### config.mk
export PLATFORM = sky130hd
export DESIGN_NAME = alarm_event_gen
export DESIGN_NICKNAME = d
export VERILOG_FILES = /design/src/rtl/alarm_event_gen.sv
export SDC_FILE = /design/constraint.sdc
export NUM_CORES = 1
export LEC_CHECK = 0
export CORE_MARGIN = 2
export CORE_UTILIZATION = 47
export DETAILED_ROUTE_END_ITERATION = 6
export PLACE_DENSITY_LB_ADDON = 0.15
export SLEW_MARGIN = 30
export SYNTH_ARGS = -nofsm -noshare
export SYNTH_HDL_FRONTEND = slang
export SYNTH_SLANG_ARGS = --single-unit
### constraint.sdc
create_clock -name clk_i -period 4.3 [get_ports clk_i]
set_input_delay 0.86 -clock clk_i [delete_from_list [all_inputs] [get_ports clk_i]]
set_output_delay 0.86 -clock clk_i [all_outputs]
set_load 0.03 [all_outputs]
### src/rtl/alarm_event_gen.sv
// Alarm event source: start / ring-timeout / snooze-timeout pulses plus phase countdown.
// Optional snooze limit (alarm_off_o) compiled in with `define ALARM_SNOOZE_LIMIT_EN.
module alarm_event_gen #(
  parameter int ALARM_DURATION_SEC  = 60,
  parameter int SNOOZE_DURATION_SEC = 300,
  parameter int CNT_W               = 16
`ifdef ALARM_SNOOZE_LIMIT_EN
  , parameter int MAX_SNOOZE        = 3
`endif
) (
  input  logic             clk_i,
  input  logic             rst_n_i,
  input  logic             sec_tick_i,
  input  logic [4:0]       cur_hour_i,
  input  logic [5:0]       cur_min_i,
  input  logic [5:0]       cur_sec_i,
  input  logic [4:0]       alarm_hour_i,
  input  logic [5:0]       alarm_min_i,
  input  logic             in_alarm_set_i,
  input  logic             in_alarm_i,
  input  logic             in_snooze_i,
`ifdef ALARM_SNOOZE_LIMIT_EN
  output logic             alarm_off_o,
`endif
  output logic             alarm_start_o,
  output logic             alarm_timeout_o,
  output logic             alarm_snooze_timeout_o,
  output logic [CNT_W-1:0] remaining_o
);

  typedef enum logic [1:0] {PH_IDLE, PH_ARMED, PH_RING, PH_SNOOZE} phase_t;

  localparam logic [CNT_W-1:0] RING_LOAD = CNT_W'(ALARM_DURATION_SEC);
  localparam logic [CNT_W-1:0] SNZ_LOAD  = CNT_W'(SNOOZE_DURATION_SEC);

  phase_t           phase, dec;
  logic [CNT_W-1:0] cnt, cnt_nxt;
  logic             done, done_nxt;     // current phase has already expired
  logic             fired, fired_nxt;   // start already issued this alarm minute
  logic             entry, minute_match, start_hit, expire, ring_exp, snz_exp;
  logic             to_hit;

  always_comb begin
    dec = PH_IDLE;
    if (in_alarm_i)          dec = PH_RING;
    else if (in_snooze_i)    dec = PH_SNOOZE;
    else if (in_alarm_set_i) dec = PH_ARMED;

    entry        = (dec != phase);
    minute_match = (cur_hour_i == alarm_hour_i) && (cur_min_i == alarm_min_i);
    start_hit    = (dec == PH_ARMED) && sec_tick_i && minute_match &&
                   (cur_sec_i == 6'd0) && !fired;
    fired_nxt    = minute_match ? (fired | start_hit) : 1'b0;

    cnt_nxt  = cnt;
    done_nxt = done;
    expire   = 1'b0;
    if (dec != PH_RING && dec != PH_SNOOZE) begin
      cnt_nxt  = '0;
      done_nxt = 1'b0;
    end else if (entry) begin
      // load wins over a coincident tick
      cnt_nxt  = (dec == PH_RING) ? RING_LOAD : SNZ_LOAD;
      done_nxt = 1'b0;
    end else if (sec_tick_i && !done) begin
      // a zero duration expires on the first tick, hence <= 1
      if (cnt <= CNT_W'(1)) begin
        expire   = 1'b1;
        done_nxt = 1'b1;
      end
      if (cnt != '0) cnt_nxt = cnt - CNT_W'(1);
    end
    ring_exp = expire && (dec == PH_RING);
    snz_exp  = expire && (dec == PH_SNOOZE);
  end

`ifdef ALARM_SNOOZE_LIMIT_EN
  logic [7:0] snz_cnt;
  logic       limit_hit;

  assign limit_hit = (snz_cnt == 8'(MAX_SNOOZE));
  assign to_hit    = ring_exp && !limit_hit;

  always_ff @(posedge clk_i or negedge rst_n_i) begin
    if (!rst_n_i) begin
      snz_cnt     <= '0;
      alarm_off_o <= 1'b0;
    end else begin
      alarm_off_o <= ring_exp && limit_hit;
      if (entry && (dec == PH_IDLE || dec == PH_ARMED))
        snz_cnt <= '0;
      else if (phase == PH_SNOOZE && dec == PH_RING && snz_cnt != 8'hFF)
        snz_cnt <= snz_cnt + 8'd1;
    end
  end
`else
  assign to_hit = ring_exp;
`endif

  always_ff @(posedge clk_i or negedge rst_n_i) begin
    if (!rst_n_i) begin
      phase                  <= PH_IDLE;
      cnt                    <= '0;
      done                   <= 1'b0;
      fired                  <= 1'b0;
      alarm_start_o          <= 1'b0;
      alarm_timeout_o        <= 1'b0;
      alarm_snooze_timeout_o <= 1'b0;
    end else begin
      phase                  <= dec;
      cnt                    <= cnt_nxt;
      done                   <= done_nxt;
      fired                  <= fired_nxt;
      alarm_start_o          <= start_hit;
      alarm_timeout_o        <= to_hit;
      alarm_snooze_timeout_o <= snz_exp;
    end
  end

  assign remaining_o = cnt;

endmodule

==> results.md, run 1 <==
- The share of total power dissipated in combinational logic is 0.307.
- The run finished with clean final reports.
- Compared with the post-synthesis result, the final layout area differs by 40.9%.
- The max-slew violation count is 0.
- The number of I/O pins is 53.
- After clock tree synthesis, the setup repair step added 0 buffers.
- STA classifies the critical path startpoint as a primary input.
- In the routed design, unresolved DRC markers number 0.
- Of the synthesized area, sequential elements account for 0.411.
- The root buffer selected by CTS is clkbuf_4.
- The path class of the lowest-slack min-delay path is in2async.
- Sorting the synthesized cells by how often they occur yields 23 x dfrtp_1, 16 x nor2_1, 16 x xor2_1.
- The biggest fanout along the worst timing path is 15.
- The count of buffers inserted at the top-level ports is 52.
- The number of global-route vias before repair came to 1330.
- The first global-routing pass estimated 5.77 mm of wire.
- The maximum achievable frequency is 409 MHz.
- The aggregate routed wire length is 3.37 mm.
- Of the total power, the clock network draws 0.212.
- The detail route stage leaves a number of antenna-violating nets equal to 0.
- Setup repair after global routing left no endpoint under its margin.
- The worst slew margin relative to its limit is 0.649.
- The static leakage is 0.000781 uW.
- The number of hold-slack violations in the final timing report is 0.
- The setup path with the least slack is of type in2reg.
- The yosys synthesis warning count is 0.
- The share of total power dissipated in sequential elements is 0.481.
- The total iterations of the first detailed-routing run is 4.
- The repair_antennas step left the layout with diodes totalling 0.
- In the final routed layout, each cell accounts on average for 14.5 um.
- The largest area contributor in the netlist is dfrtp_1.
- The average footprint of a synthesized cell is 9.39 um^2.
- The floorplan die area is 3430 um^2.
- The number of nets handed over by synthesis was 186.
- Summing all multi-input logic gate instances after layout gives 785 um^2.
- The number of buffers on the longest clock path is 2.
- In the final layout, the share of cells above drive strength 1 is 0.0693.
- CTS built an H-tree with a depth of 1.
- The area fraction of the dominant cell type after synthesis is 0.411.
- For this design the total switching power over the nets is 169 uW.
- The later pin in the worst-skew pair is clocked with a latency of 330 ps.
- The power per standard cell area is 257 nW/um^2.
- The synthesized netlist occupies a cell area of 1400 um^2.
- Yosys mapped a number of flops with a built-in enable equal to 0.
- The last weighted congestion value of the routability-driven placer is 0.807.
- For this configuration, the core starts out at a cell density of 0.503.
- The minimum clock period is 2440 ps.
- The number of buffers created by CTS is 3.
- Entering global routing, the biggest net connects 24 pins.
- The initialized floorplan defines 19 standard-cell rows.
- The number of antenna violations at the first check in global routing came to 0.
- The post-synthesis async set-or-reset flop share is 1.00.
- Max-cap violations in this run came to 0.
- Of the total power, the share spent switching nets is 0.332.
- The number of hold buffers added after CTS is 0.
- Sorting the synthesized cells by area gives the leading types as dfrtp_1 41%, xor2_1 10%, nor2_1 4.3%, a21oi_1 3.6%, nor3_1 3.2%.
- The iteration-0 DRC count of the detailed router is 78.
- The count of mapped cells out of synthesis is 149.
- At the placement stage, the worst setup path has a slack of 1490 ps.
- The area of the core region is 2780 um^2.
- The number of nets in the layout is 240.
- The setup total negative slack is 0 ps.
- The flip-flop and latch count after synthesis is 23.
- The clock edge transition at the registers on the reported setup and hold paths is 150 ps.
- Setup violations remaining at the end of the flow were counted as 0.
- The die outline width is 58.6 um.
- The total overflow left after global routing is 0.
- For this run, the total global-route usage over all layers was measured as 0.215.
- Once layout is complete, the utilization of the core stands at 0.709.
- The most frequent cell after synthesis is dfrtp_1.
- The area occupied by registers is 576 um^2.
- The internal portion of the total power is 339 uW.
- The count of different cell masters after synthesis is 39.
- The category of the worst setup path capture point is a flop.
- The required time at the endpoint of the critical path is 4580 ps.
- The maximum resistive drop on vdd is 0.000206 V.
- The tree built by TritonCTS fans out to 23 sinks.
- The final cell area excluding filler cells is 1970 um^2.
- The main flop type after synthesis is dfrtp_1.
- The total vias in the final route is 1326.
- Setup slack closes at 1860 ps.
- The endpoint arrival time on the critical path is 2730 ps.
- The placed instances occupy a cell area of 1940 um^2.
- The HPWL after detailed placement is 2.67 mm.
- In the finished design, the share of the clock period the worst path needs comes to 0.569.
- The setup skew after layout is 17.1 ps.
- TritonCTS built the clock tree.
- The total of cells resized after clock tree synthesis is 0.
- The transition time at the pin with the least slew margin is 527 ps.
- The height of the die is 58.6 um.
- The routed via count divided by cell count is 5.69.
- The number of fill cells in the layout is 236.
final timing paths:
check / from / to / slack, ps / depth (start not counted)
min: rst_n_i / remaining_o[9] / 470 / 1
max in group asynchronous: rst_n_i / done / 3480 / 1
min reg2reg: fired / alarm_start_o / 470 / 1
max: in_alarm_i / remaining_o[8] / 1860 / 6
min in group clk_i: fired / alarm_start_o / 470 / 1
max reg2reg: remaining_o[8] / remaining_o[8] / 2140 / 5
logic make-up (layout without fill, tap and decap cells):
kind of cell | after synthesis | after routing | share of synthesized area
buffers and inverters | 10 | 63 | 0.0277
XOR/XNOR | 19 | 19 | 0.119
flip-flops | 23 | 23 | 0.411
multiplexers | 1 | 1 | 0.00716
adder cells (fa/ha/maj) | 3 | 3 | 0.0268
AND/OR/NAND/NOR | 63 | 63 | 0.261
AO/OA/AOI/OAI | 30 | 30 | 0.147
critical path, cell delays in order:
cell and delay, ps:
clkdlybuf4s50_1 540, nand2b_1 180, o21a_1 480, nand2_1 250
a32oi_1 260, o22a_1 150
power by group through the flow:
stage,logic (uW),clock network (uW),registers (uW)
floorplan,68.9,0,263
global placement,152,0,247
detailed placement,156,0,248
CTS,157,110,244
global route,171,116,247
finish,156,108,244
metal layers:
layer,share of wire,global-route usage
met1,0.40,0.269
met2,0.52,0.382
met3,0.076,0.0440
met4,0.0030,0.0465
met5,0,0
state kept, by name, indices dropped and copies added (netlist names):
register                cells
alarm_start_o               1
alarm_timeout_o             1
done                        1
alarm_snooze_timeout_o      1
fired                       1
phase                       2
remaining_o                16
layout by cell type, fill, tap and decap left out, types with 4 or more instances in the layout:
| master | netlist | final |
|---|---|---|
| nor3_1 | 9 | 9 |
| dfrtp_1 | 23 | 23 |
| inv_1 | 7 | 7 |
| xor2_1 | 16 | 16 |
| a31oi_1 | 5 | 5 |
| or3_1 | 4 | 4 |
| nor4_1 | 4 | 4 |
| nor2_1 | 16 | 16 |
| nand2_1 | 6 | 6 |
| a21oi_1 | 10 | 10 |
| o22a_1 | 5 | 5 |
| clkdlybuf4s50_1 | 0 | 51 |
final cells by class:
cell class / instances / area share
well taps: 31 / 0.0197
repair buffers: 52 / 0.262
inverters: 7 / 0.0133
multi-input cells: 116 / 0.398
clock inverters: 1 / 0.00381
flip-flops and latches: 23 / 0.292
clock buffers: 3 / 0.0114
per-stage QoR:
| step | std cells | power, uW | hold WS [ps] |
|---|---|---|---|
| after global placement | 229 | 399 | 422 |
| after floorplan | 149 | 332 | 410 |
| after detailed placement | 229 | 403 | 432 |
| after CTS | 233 | 510 | 468 |
| after global routing | 233 | 533 | 500 |
| final | 233 | 507 | 468 |
No activity file was read; power rests on OpenSTA's default activity.
==> inputs of run 2 (changes only) <==
Settings changed: CORE_UTILIZATION 47 to 39.
Clock period 4.3 ns to 2.13 ns, I/O delays scaled along.
==> run 2 against run 1 <==
- setup slack worse by 1800 ps
- flip-flop and latch count unchanged
- clock skew down 6.8 ps
- critical path type is now reg2reg
==> results.md, run 2 (synthesis results as in run 1) <==
- The run finished with clean final reports.
- The slowest stage of the critical path belongs to the cell or4_4.
- The HPWL after detailed placement is 2.96 mm (+11%).
- The final standard cell count with taps included and fillers excluded came to 264 (+13%).
- The number of antenna violations at the first check in global routing is 0 (unchanged).
- The most common cell after layout, fill and taps aside is clkdlybuf4s50_1.
- The biggest fanout along the worst timing path is 8 (-7).
- The number of buffers on the longest clock path is 2 (unchanged).
- The iteration-0 DRC count of the detailed router is 45 (-42%).
- The last weighted congestion value of the routability-driven placer is 0.925 (+15%).
- The signal on the critical path passes through or4_4 > or3_4 > o21ai_4 > a22oi_1 > o22a_1.
- The worst hold path belongs to the class reg2reg.
- The floorplan die area is 4080 um^2 (+19%).
- From synthesis to final layout, the design area changed by 51.3%.
- The peak per-stage delay on the critical path is 560 ps (+20 ps).
- The transition time at the pin with the least slew margin is 387 ps (-140 ps).
- The final total power was 1070 uW (+110%).
- The max-slew violation count came to 0 (unchanged).
- The remaining antenna violation count after routing is 0 (unchanged).
- The setup path with the least slack is of type reg2reg.
- The worst slew margin relative to its limit is 0.742 (+0.0934).
- The clock edge transition at the registers on the reported setup and hold paths is 140 ps (about the same).
- The number of hold-slack violations in the final timing report came to 0 (unchanged).
- TritonCTS built the clock tree.
- The count of buffers inserted at the top-level ports is 52 (unchanged).
- In this run the critical register-to-register path is launched from remaining_o[10].
- The number of flip-flops under the largest register name is 16 (unchanged).
- The total instance count after detailed placement is 259 (+13%).
- The family of cells with the greatest summed delay on the critical path is simple AND/OR/NAND/NOR gates.
- The total congestion overflow is 0 (unchanged).
- The deepest level of the CTS H-tree is 1 (unchanged).
- The root buffer cell chosen for the clock tree is clkbuf_4.
- The pin count of the biggest net entering global routing is 24 (unchanged).
- The aggregate routed wire length was 3.68 mm (+9.2%).
- The routed via count divided by cell count is 5.33 (-6.4%).
- The overall global routing resource usage is 0.186 (-0.0290).
- The setup total negative slack is 0 ps (unchanged).
- Static timing analysis puts the maximum clock frequency at 485 MHz.
- The startpoint of the most critical setup path is remaining_o[10].
- The antenna diode count is 0 (unchanged).
- The required time at the endpoint of the critical path is 2360 ps (-2220 ps).
- Dividing the final minimum period by the clock period gives 0.967.
- The minimum clock period is 2060 ps.
- In this run the most critical hold path is launched from fired.
- The proportion of layout cells with a drive suffix above 1 is 0.142 (+0.0729).
- The number of I/O pins is 53 (unchanged).
- The power per standard cell area is 505 nW/um^2 (+96%).
- The endpoint arrival time on the critical path is 2290 ps (-440 ps).
- The number of nets in the layout is 256 (+6.7%).
- The first-pass GRT wire length is 6.00 mm (+4.0%).
- The setup-violating endpoint count in the final report was 0 (unchanged).
- The setup skew after layout is 10.3 ps (-6.84 ps).
- The total vias in the final route is 1406 (+6.0%).
- The final design utilization is 0.624 (-0.0843).
- The number of max-cap violations came to 0 (unchanged).
- The number of hold buffers added after CTS is 0 (unchanged).
- The top cell types in the final layout, fill and taps aside, are 52 x clkdlybuf4s50_1, 22 x dfrtp_1, 16 x xor2_1, 16 x buf_4, 15 x nor2_1.
- The die outline width was 63.9 um (+9.1%).
- The static leakage is 0.000859 uW (+9.9%).
- The total iterations of the first detailed-routing run was 4 (unchanged).
- The buffers plus inverters on the worst setup path was 0 (-1).
- The clock sink count is 23 (unchanged).
- The worst setup path is launched from a flop.
- Setup repair after global routing left no endpoint under its margin.
- The final routed wire length divided by cell count is 13.9 um (-3.6%).
- The category of the worst setup path capture point is a flop.
- The number of buffers created by CTS came to 3 (unchanged).
- The number of fill cells in the layout is 300 (+27%).
- The initial standard-cell utilization of the core was 0.413 (-0.0902).
- The later-pin clock latency in the skew report is 320 ps (about the same).
- The maximum resistive drop on vdd is 0.000288 V (+40%).
- The area of the core region is 3390 um^2 (+22%).
- The height of the die came to 63.9 um (+9.1%).
- The number of global-route vias before repair is 1379 (+3.7%).
- The number of placement rows came to 21 (+2).
- The DRC violation count after routing was 0 (unchanged).
run 2: layout make-up:
type	instances	area, um^2	area share
Tap cell	46	57.6	0.0272
Clock buffer	3	22.5	0.0106
Multi-Input combinational cell	116	787	0.372
Sequential cell	23	577	0.273
Clock inverter	1	5.00	0.00237
Inverter	7	26.3	0.0124
Timing Repair Buffer	68	641	0.303
run 2: through the flow:
step                      worst slack (ps)  area (um^2)  hold slack (ps)
after floorplan                       5.35         1400              130
after global placement                63.1         2080              421
after detailed placement              43.7         2080              431
after CTS                             36.0         2110              432
after global routing                  11.5         2120              458
final                                 69.4         2120              427
run 2: where the power goes:
| group | total [uW] | switching (uW) | leakage, uW | internal (uW) |
|---|---|---|---|---|
| combinational | 381 | 190 | 0.000542 | 191 |
| clock | 212 | 142 | 0.0000177 | 70.2 |
| sequential | 474 | 16.3 | 0.000300 | 458 |
| total | 1070 | 348 | 0.000859 | 719 |
run 2: metal layers:
layer / vias to the layer above / routed length [um] / global-route usage
li1: 679 / - / -
met1: 667 / 1520 / 0.214
met2: 56 / 1890 / 0.331
met3: 4 / 231 / 0.0475
met4: 0 / 43 / 0.0679
met5: - / 0 / 0
run 2: worst paths after layout:
kind	depth (start not counted)	end	slack (ps)
max in group asynchronous	2	remaining_o[10]	1430
min in group asynchronous	2	remaining_o[1]	450
setup reg to reg	5	remaining_o[4]	70
hold reg to reg	1	alarm_start_o	430
hold / removal	1	alarm_start_o	430
setup / recovery	5	remaining_o[4]	70
run 2: repair_timing:
action,4_1_cts,5_1_grt
endpoints found under the setup margin,0,8
resized for setup,0,1
buffers inserted,0,1
